## config.mk

```make
export PLATFORM = sky130hd
export DESIGN_NAME = seg7_scan_decoder_flat
export DESIGN_NICKNAME = d
export VERILOG_FILES = /design/src/rtl/seg7_scan_decoder_if.sv /design/src/rtl/seg7_scan_decoder.sv /design/src/flat_wrapper.sv
export SDC_FILE = /design/constraint.sdc
export NUM_CORES = 1
export LEC_CHECK = 0
export CORE_MARGIN = 5
export CORE_UTILIZATION = 58
export DETAILED_ROUTE_END_ITERATION = 6
export GPL_ROUTABILITY_DRIVEN = 0
export GPL_TIMING_DRIVEN = 0
export PLACE_DENSITY = 0.79
export SYNTH_ARGS = -nofsm -noshare
export SYNTH_HDL_FRONTEND = slang
export SYNTH_SLANG_ARGS = --single-unit
export TNS_END_PERCENT = 100
```

## constraint.sdc

```tcl
create_clock -name clk -period 4.4 [get_ports clk]
set_clock_uncertainty 0.1 [all_clocks]
set_input_delay 0.88 -clock clk [delete_from_list [all_inputs] [get_ports clk]]
set_output_delay 0.88 -clock clk [all_outputs]
set_load 0.02 [all_outputs]
```

## src/rtl/seg7_scan_decoder_if.sv

```systemverilog
`default_nettype none
// ============================================================================
// Module   : seg7_scan_decoder_if
// Purpose  : Scanned 7-segment display tap and decoded-frame result bundle.
// Revision : 1.0
// ============================================================================
interface seg7_scan_decoder_if;
    logic [6:0]  seg;
    logic [3:0]  an;
    logic [15:0] value;
    logic [3:0]  valid;
    logic [3:0]  blank;
    logic        frame_done;
    logic        bad_pat;
    logic        an_err;
    logic        stale;

    modport master (
        output seg, an,
        input  value, valid, blank, frame_done, bad_pat, an_err, stale
    );

    modport slave (
        input  seg, an,
        output value, valid, blank, frame_done, bad_pat, an_err, stale
    );
endinterface
`default_nettype wire

```

## src/rtl/seg7_scan_decoder.sv

```systemverilog
`default_nettype none
// ============================================================================
// Module   : seg7_scan_decoder
// Purpose  : Recovers a 4-digit hex frame by sniffing a multiplexed display.
// Revision : 1.0
// ============================================================================
module seg7_scan_decoder #(
    parameter int unsigned STABLE_CYCLES = 4,
    parameter int unsigned TIMEOUT       = 1000000
) (
    input wire                 clk,
    input wire                 rst,
    seg7_scan_decoder_if.slave bus
);

    localparam logic [7:0]  c_stable   = 8'(STABLE_CYCLES);
    localparam logic [23:0] c_timeout  = 24'(TIMEOUT);

    localparam logic [1:0]  c_st_idle  = 2'd0;
    localparam logic [1:0]  c_st_track = 2'd1;
    localparam logic [1:0]  c_st_held  = 2'd2;

    logic [6:0]  r_seg_s1, r_seg_s2, r_seg_q;
    logic [3:0]  r_an_s1, r_an_s2, r_an_q;
    logic [1:0]  r_state, w_state_nxt;
    logic [7:0]  r_cnt, w_cnt_nxt, w_cnt_new;
    logic        w_capture;
    logic        w_onehot, w_prev_onehot, w_illegal, w_prev_illegal, w_same;
    logic        w_dec_hit, w_dec_blank;
    logic [3:0]  w_dec_nib;
    logic [3:0]  w_cap_bits;
    logic [3:0]  r_mask;
    logic [15:0] r_sh_val;
    logic [3:0]  r_sh_valid, r_sh_blank;
    logic [15:0] r_value;
    logic [3:0]  r_valid, r_blank;
    logic        r_frame_done, r_bad_pat, r_an_err;
    logic [23:0] r_idle;

    function automatic logic is_onehot_low(input logic [3:0] a);
        return (a == 4'b1110) || (a == 4'b1101) || (a == 4'b1011) || (a == 4'b0111);
    endfunction

    // Two-flop synchroniser plus one extra stage holding last cycle's value
    always_ff @(posedge clk or posedge rst) begin
        if (rst) begin
            r_seg_s1 <= 7'b1111111;
            r_seg_s2 <= 7'b1111111;
            r_seg_q  <= 7'b1111111;
            r_an_s1  <= 4'b1111;
            r_an_s2  <= 4'b1111;
            r_an_q   <= 4'b1111;
        end else begin
            r_seg_s1 <= bus.seg;
            r_seg_s2 <= r_seg_s1;
            r_seg_q  <= r_seg_s2;
            r_an_s1  <= bus.an;
            r_an_s2  <= r_an_s1;
            r_an_q   <= r_an_s2;
        end
    end

    assign w_onehot       = is_onehot_low(r_an_s2);
    assign w_prev_onehot  = is_onehot_low(r_an_q);
    assign w_illegal      = !w_onehot && (r_an_s2 != 4'b1111);
    assign w_prev_illegal = !w_prev_onehot && (r_an_q != 4'b1111);
    assign w_same         = (r_seg_s2 == r_seg_q) && (r_an_s2 == r_an_q);

    always_comb begin
        w_dec_hit = 1'b1;
        w_dec_nib = 4'h0;
        case (r_seg_s2)
            7'b0000001: w_dec_nib = 4'h0;
            7'b1001111: w_dec_nib = 4'h1;
            7'b0010010: w_dec_nib = 4'h2;
            7'b0000110: w_dec_nib = 4'h3;
            7'b1001100: w_dec_nib = 4'h4;
            7'b0100100: w_dec_nib = 4'h5;
            7'b0100000: w_dec_nib = 4'h6;
            7'b0001111: w_dec_nib = 4'h7;
            7'b0000000: w_dec_nib = 4'h8;
            7'b0001100: w_dec_nib = 4'h9;
            7'b0001000: w_dec_nib = 4'hA;
            7'b1100000: w_dec_nib = 4'hB;
            7'b0110001: w_dec_nib = 4'hC;
            7'b1000010: w_dec_nib = 4'hD;
            7'b0110000: w_dec_nib = 4'hE;
            7'b0111000: w_dec_nib = 4'hF;
            default:    w_dec_hit = 1'b0;
        endcase
    end

    assign w_dec_blank = (r_seg_s2 == 7'b1111111);

    always_ff @(posedge clk or posedge rst) begin
        if (rst) begin
            r_state <= c_st_idle;
            r_cnt   <= 8'd0;
        end else begin
            r_state <= w_state_nxt;
            r_cnt   <= w_cnt_nxt;
        end
    end

    // A dwell is one unbroken run of identical an/seg; HELD blocks a second capture
    always_comb begin
        w_state_nxt = r_state;
        w_cnt_nxt   = r_cnt;
        w_cnt_new   = 8'd1;
        w_capture   = 1'b0;
        if (!w_onehot) begin
            w_state_nxt = c_st_idle;
            w_cnt_nxt   = 8'd0;
        end else if (!((r_state == c_st_held) && w_same)) begin
            if ((r_state == c_st_track) && w_same) begin
                w_cnt_new = r_cnt + 8'd1;
            end
            w_cnt_nxt = w_cnt_new;
            if (w_cnt_new == c_stable) begin
                w_capture   = 1'b1;
                w_state_nxt = c_st_held;
            end else begin
                w_state_nxt = c_st_track;
            end
        end
    end

    assign w_cap_bits = w_capture ? ~r_an_s2 : 4'b0000;

    always_ff @(posedge clk or posedge rst) begin
        if (rst) begin
            r_sh_val   <= 16'h0000;
            r_sh_valid <= 4'b0000;
            r_sh_blank <= 4'b0000;
        end else begin
            for (int i = 0; i < 4; i++) begin
                if (w_cap_bits[i]) begin
                    r_sh_val[4*i +: 4] <= w_dec_nib;
                    r_sh_valid[i]      <= w_dec_hit;
                    r_sh_blank[i]      <= w_dec_blank;
                end
            end
        end
    end

    // Frame publishes one cycle after the mask fills; a capture landing in that
    // same cycle seeds the next frame's mask.
    always_ff @(posedge clk or posedge rst) begin
        if (rst) begin
            r_mask       <= 4'b0000;
            r_value      <= 16'h0000;
            r_valid      <= 4'b0000;
            r_blank      <= 4'b0000;
            r_frame_done <= 1'b0;
        end else begin
            r_frame_done <= 1'b0;
            if (r_mask == 4'b1111) begin
                r_value      <= r_sh_val;
                r_valid      <= r_sh_valid;
                r_blank      <= r_sh_blank;
                r_frame_done <= 1'b1;
                r_mask       <= w_cap_bits;
            end else begin
                r_mask       <= r_mask | w_cap_bits;
            end
        end
    end

    always_ff @(posedge clk or posedge rst) begin
        if (rst) begin
            r_bad_pat <= 1'b0;
            r_an_err  <= 1'b0;
            r_idle    <= 24'd0;
        end else begin
            r_bad_pat <= w_capture && !w_dec_hit && !w_dec_blank;
            r_an_err  <= w_illegal && !w_prev_illegal;
            if (w_capture) begin
                r_idle <= 24'd0;
            end else if (r_idle != c_timeout) begin
                r_idle <= r_idle + 24'd1;
            end
        end
    end

    assign bus.value      = r_value;
    assign bus.valid      = r_valid;
    assign bus.blank      = r_blank;
    assign bus.frame_done = r_frame_done;
    assign bus.bad_pat    = r_bad_pat;
    assign bus.an_err     = r_an_err;
    assign bus.stale      = (r_idle == c_timeout);

endmodule
`default_nettype wire

```

## src/flat_wrapper.sv

```systemverilog
// flat-port wrapper written by rule: the top's interface ports become plain ports
module seg7_scan_decoder_flat 
#(
    parameter int unsigned STABLE_CYCLES = 4,
    parameter int unsigned TIMEOUT       = 1000000
)
  (clk, rst, bus_seg, bus_an, bus_value, bus_valid, bus_blank, bus_frame_done, bus_bad_pat, bus_an_err, bus_stale);
  seg7_scan_decoder_if bus_i ();
  input wire clk;
  input wire rst;
  input wire logic [$bits(bus_i.seg)-1:0] bus_seg;
  input wire logic [$bits(bus_i.an)-1:0] bus_an;
  output wire logic [$bits(bus_i.value)-1:0] bus_value;
  output wire logic [$bits(bus_i.valid)-1:0] bus_valid;
  output wire logic [$bits(bus_i.blank)-1:0] bus_blank;
  output wire logic [$bits(bus_i.frame_done)-1:0] bus_frame_done;
  output wire logic [$bits(bus_i.bad_pat)-1:0] bus_bad_pat;
  output wire logic [$bits(bus_i.an_err)-1:0] bus_an_err;
  output wire logic [$bits(bus_i.stale)-1:0] bus_stale;
  assign bus_i.seg = bus_seg;
  assign bus_i.an = bus_an;
  assign bus_value = bus_i.value;
  assign bus_valid = bus_i.valid;
  assign bus_blank = bus_i.blank;
  assign bus_frame_done = bus_i.frame_done;
  assign bus_bad_pat = bus_i.bad_pat;
  assign bus_an_err = bus_i.an_err;
  assign bus_stale = bus_i.stale;
  seg7_scan_decoder #(.STABLE_CYCLES(STABLE_CYCLES), .TIMEOUT(TIMEOUT)) u_core (.clk(clk), .rst(rst), .bus(bus_i));
endmodule
```

==> impl_metrics.ini <==
[routing]
vias = 3653
wl_mm = 9.78
dr.first_iter.drc_count = 247
drtPass1Iterations = 5
drc = 0
routedWlPerCell_um = 14.7
routed_via_density = 5.50
ant_nets = 0

[synthesis]
synthArstFlopShare = 1.00
netlist_instances = 483
ys_types = 47
ys_seq_area_frac = 0.591
yosys.area.top_type_share = 0.425
ys_warn_count = 0
netlist_area_um2 = 5240
syn-num-nets = 499
ys_ff_latch = 122
yosys.area.top_type = dfrtp_1
ys.flop_type = dfrtp_1
syn_area_per_cell_um2 = 10.8
synth_edf_count = 0
ys_top_cells_by_area = dfrtp_1 43%, dfstp_2 17%, nand2_1 6.5%

[flow_run]
drv_cap = 0

[timing]
drv_slew = 0
setup_viol = 0
finalCritPeriodShare = 0.802
hold_viol_final = 0
post-route-min-period_ns = 3.53
maxSlewHeadroom = 0.509
fmax_mhz = 283
rsz0062_at_grt = false
worst_pin_slew_ns = 0.733

[setup_path]
critical_path_required_ns = 3.42
end_kind = output port
cp_max_fo = 4
cp.arrival_ns = 2.55
path_class = register to output port
startpoint_type = register

[clock_network]
ctsResizeCount = 0
cts_tree = built
clock_path_buffers = 2
ctsHoldBuffers = 0
cts_setup_buffers = 0
htree_levels = 4
insertion_delay_ns = 0.50
cts_root_buffer = clkbuf_8
clock_sinks = 122
path_clk_slew_ns = 0.06
cts_buffers = 17

[pwr]
total_power_uw = 2620
power.density_nw_per_um2 = 410
p_leak_uw = 0.00296
ir_worst_vdd_mv = 0.270

[grt]
grt_max_degree = 78
grt_pass1_vias = 3604
grt_pass1_wl_mm = 17.1
overflow = 0
grt.total_usage = 0.191
antenna_found_initial = 0

[placed_design]
port_buffers = 40
place_inst = 632
dpl.hpwl_mm = 6.50

[die]
pin_count = 41
fp.coreArea_um2 = 8760
die_x_um = 105
rows = 34
start_util = 0.598
die_area_um2 = 11000
dieHeight_um = 105

[layout]
syn2layout_area_growth_pct = 22.1
fin_util = 0.730
final_cell_count_no_fill = 664
drive_gt1_frac = 0.192
diodes = 0
finalNetCount = 559

[status]
status = finished, final reports clean

[min_path]
min_path_type = register to register
## flip-flops by register name, summed over array words and instances (netlist names), 7 cells and up
register	cells
u_core.r_seg_s2	7
u_core.r_seg_q	7
u_core.r_idle	24
u_core.bus.value	16
u_core.r_sh_val	16
u_core.r_cnt	8
u_core.r_seg_s1	7
## power breakdown
group,switching [uW],total [uW],internal [uW],leakage (uW)
Combinational,58.1,92.6,34.5,0.00111
Sequential,12.5,1170,1150,0.00157
Clock,474,1360,890,0.000280
## worst max-delay path: stages, from the launching register on
cell	delay, ns
dfrtp_1	0.40
inv_1	0.10
ha_1	0.14
nor3b_1	0.18
and3_1	0.18
and4_1	0.18
clkbuf_1	0.21
clkdlybuf4s50_1	0.65
## metrics by stage
step,area [um2],worst slack (ns),hold WS [ns],TNS (ns)
floorplan,5240,0.232,0.245,0
global placement,5770,-1.23,0.245,-110.33
detailed placement,5800,1.17,0.247,0
CTS,6390,0.844,0.255,0
global route,6390,0.694,0.260,0
finish,6390,0.871,0.254,0
## cells by family after synthesis
| logic type | synth area share |
|---|---|
| and+or+nand+nor | 0.207 |
| DFF | 0.591 |
| xor gates and xnor gates | 0.0686 |
| AOI/OAI and AO/OA | 0.0433 |
| buffers and inverters | 0.0253 |
| muxes | 0.0554 |
| adders and majority gates | 0.00908 |
## synth_stat cells, types with 2 or more instances
cell type and count:
inv_1 5, nor2_1 50, xor2_1 28, a21o_1 4, buf_1 2, and3_2 2
and3_1 3, buf_2 4, nor4_1 7, buf_6 2, o31ai_1 2, nor4b_1 2
xnor2_1 13, nand2b_1 2, nor3_2 3, mux2i_1 2, o21ai_0 8, nor3_1 13
nand2_1 90, nand3_1 18, a31oi_1 3, a21oi_1 14, mux2_2 24, or4_1 2
nor2b_1 3, nand4_1 12, nor3b_1 5, dfstp_2 33, dfrtp_1 89, a22o_1 2
ha_1 3, clkbuf_1 14, and4_1 5
## routing by layer
layer  track usage  up-vias  wire length [um]
met5             0        -                 0
met4        0.0785        0               100
met3        0.0456       14               453
met2         0.296      106              4780
met1         0.261     1781              4450
li1              -     1752                 -
## path summary, 6_finish.rpt
check                                             start                             end  slack [ns]  cells past startpoint
max                        u_core.r_idle[0]$_DFFE_PP0P_                       bus_stale        0.87                      7
min                        u_core.r_seg_s1[5]$_DFF_PP1_    u_core.r_seg_s2[5]$_DFF_PP1_        0.25                      0
max in group asynchronous                           rst     u_core.r_seg_q[2]$_DFF_PP1_        2.72                      3
max reg2reg                u_core.r_seg_s2[0]$_DFF_PP1_  u_core.r_sh_val[3]$_DFFE_PP0P_        1.10                      8
min reg2reg                u_core.r_seg_s1[5]$_DFF_PP1_    u_core.r_seg_s2[5]$_DFF_PP1_        0.25                      0
min in group asynchronous                           rst     u_core.bus.an_err$_DFF_PP0_        0.70                      2
## placed cells by master (no fill, tap or decap), types with 4 or more instances in the layout
cell | Yosys | final
a21o_1 | 4 | 4
a21oi_1 | 14 | 14
and4_1 | 5 | 5
buf_2 | 4 | 4
clkbuf_1 | 14 | 16
clkbuf_16 | 0 | 16
clkdlybuf4s50_1 | 0 | 40
clkinvlp_4 | 0 | 4
dfrtp_1 | 89 | 89
dfstp_2 | 33 | 33
inv_1 | 5 | 4
mux2_2 | 24 | 24
nand2_1 | 90 | 90
nand3_1 | 18 | 18
nand4_1 | 12 | 12
nor2_1 | 50 | 50
nor3_1 | 13 | 13
nor3b_1 | 5 | 5
nor4_1 | 7 | 7
o21ai_0 | 8 | 8
xnor2_1 | 13 | 13
xor2_1 | 28 | 28
## area by class of cell
type / count / area (um2)
Buffer: 23 / 110
Clock buffer: 21 / 449
Clock inverter: 11 / 144
Fill cell: 616 / 2370
Inverter: 6 / 25.0
Multi-Input combinational cell: 332 / 2010
Sequential cell: 122 / 3090
Tap cell: 108 / 135
Timing Repair Buffer: 41 / 428
No activity file was read; power rests on OpenSTA's default activity.
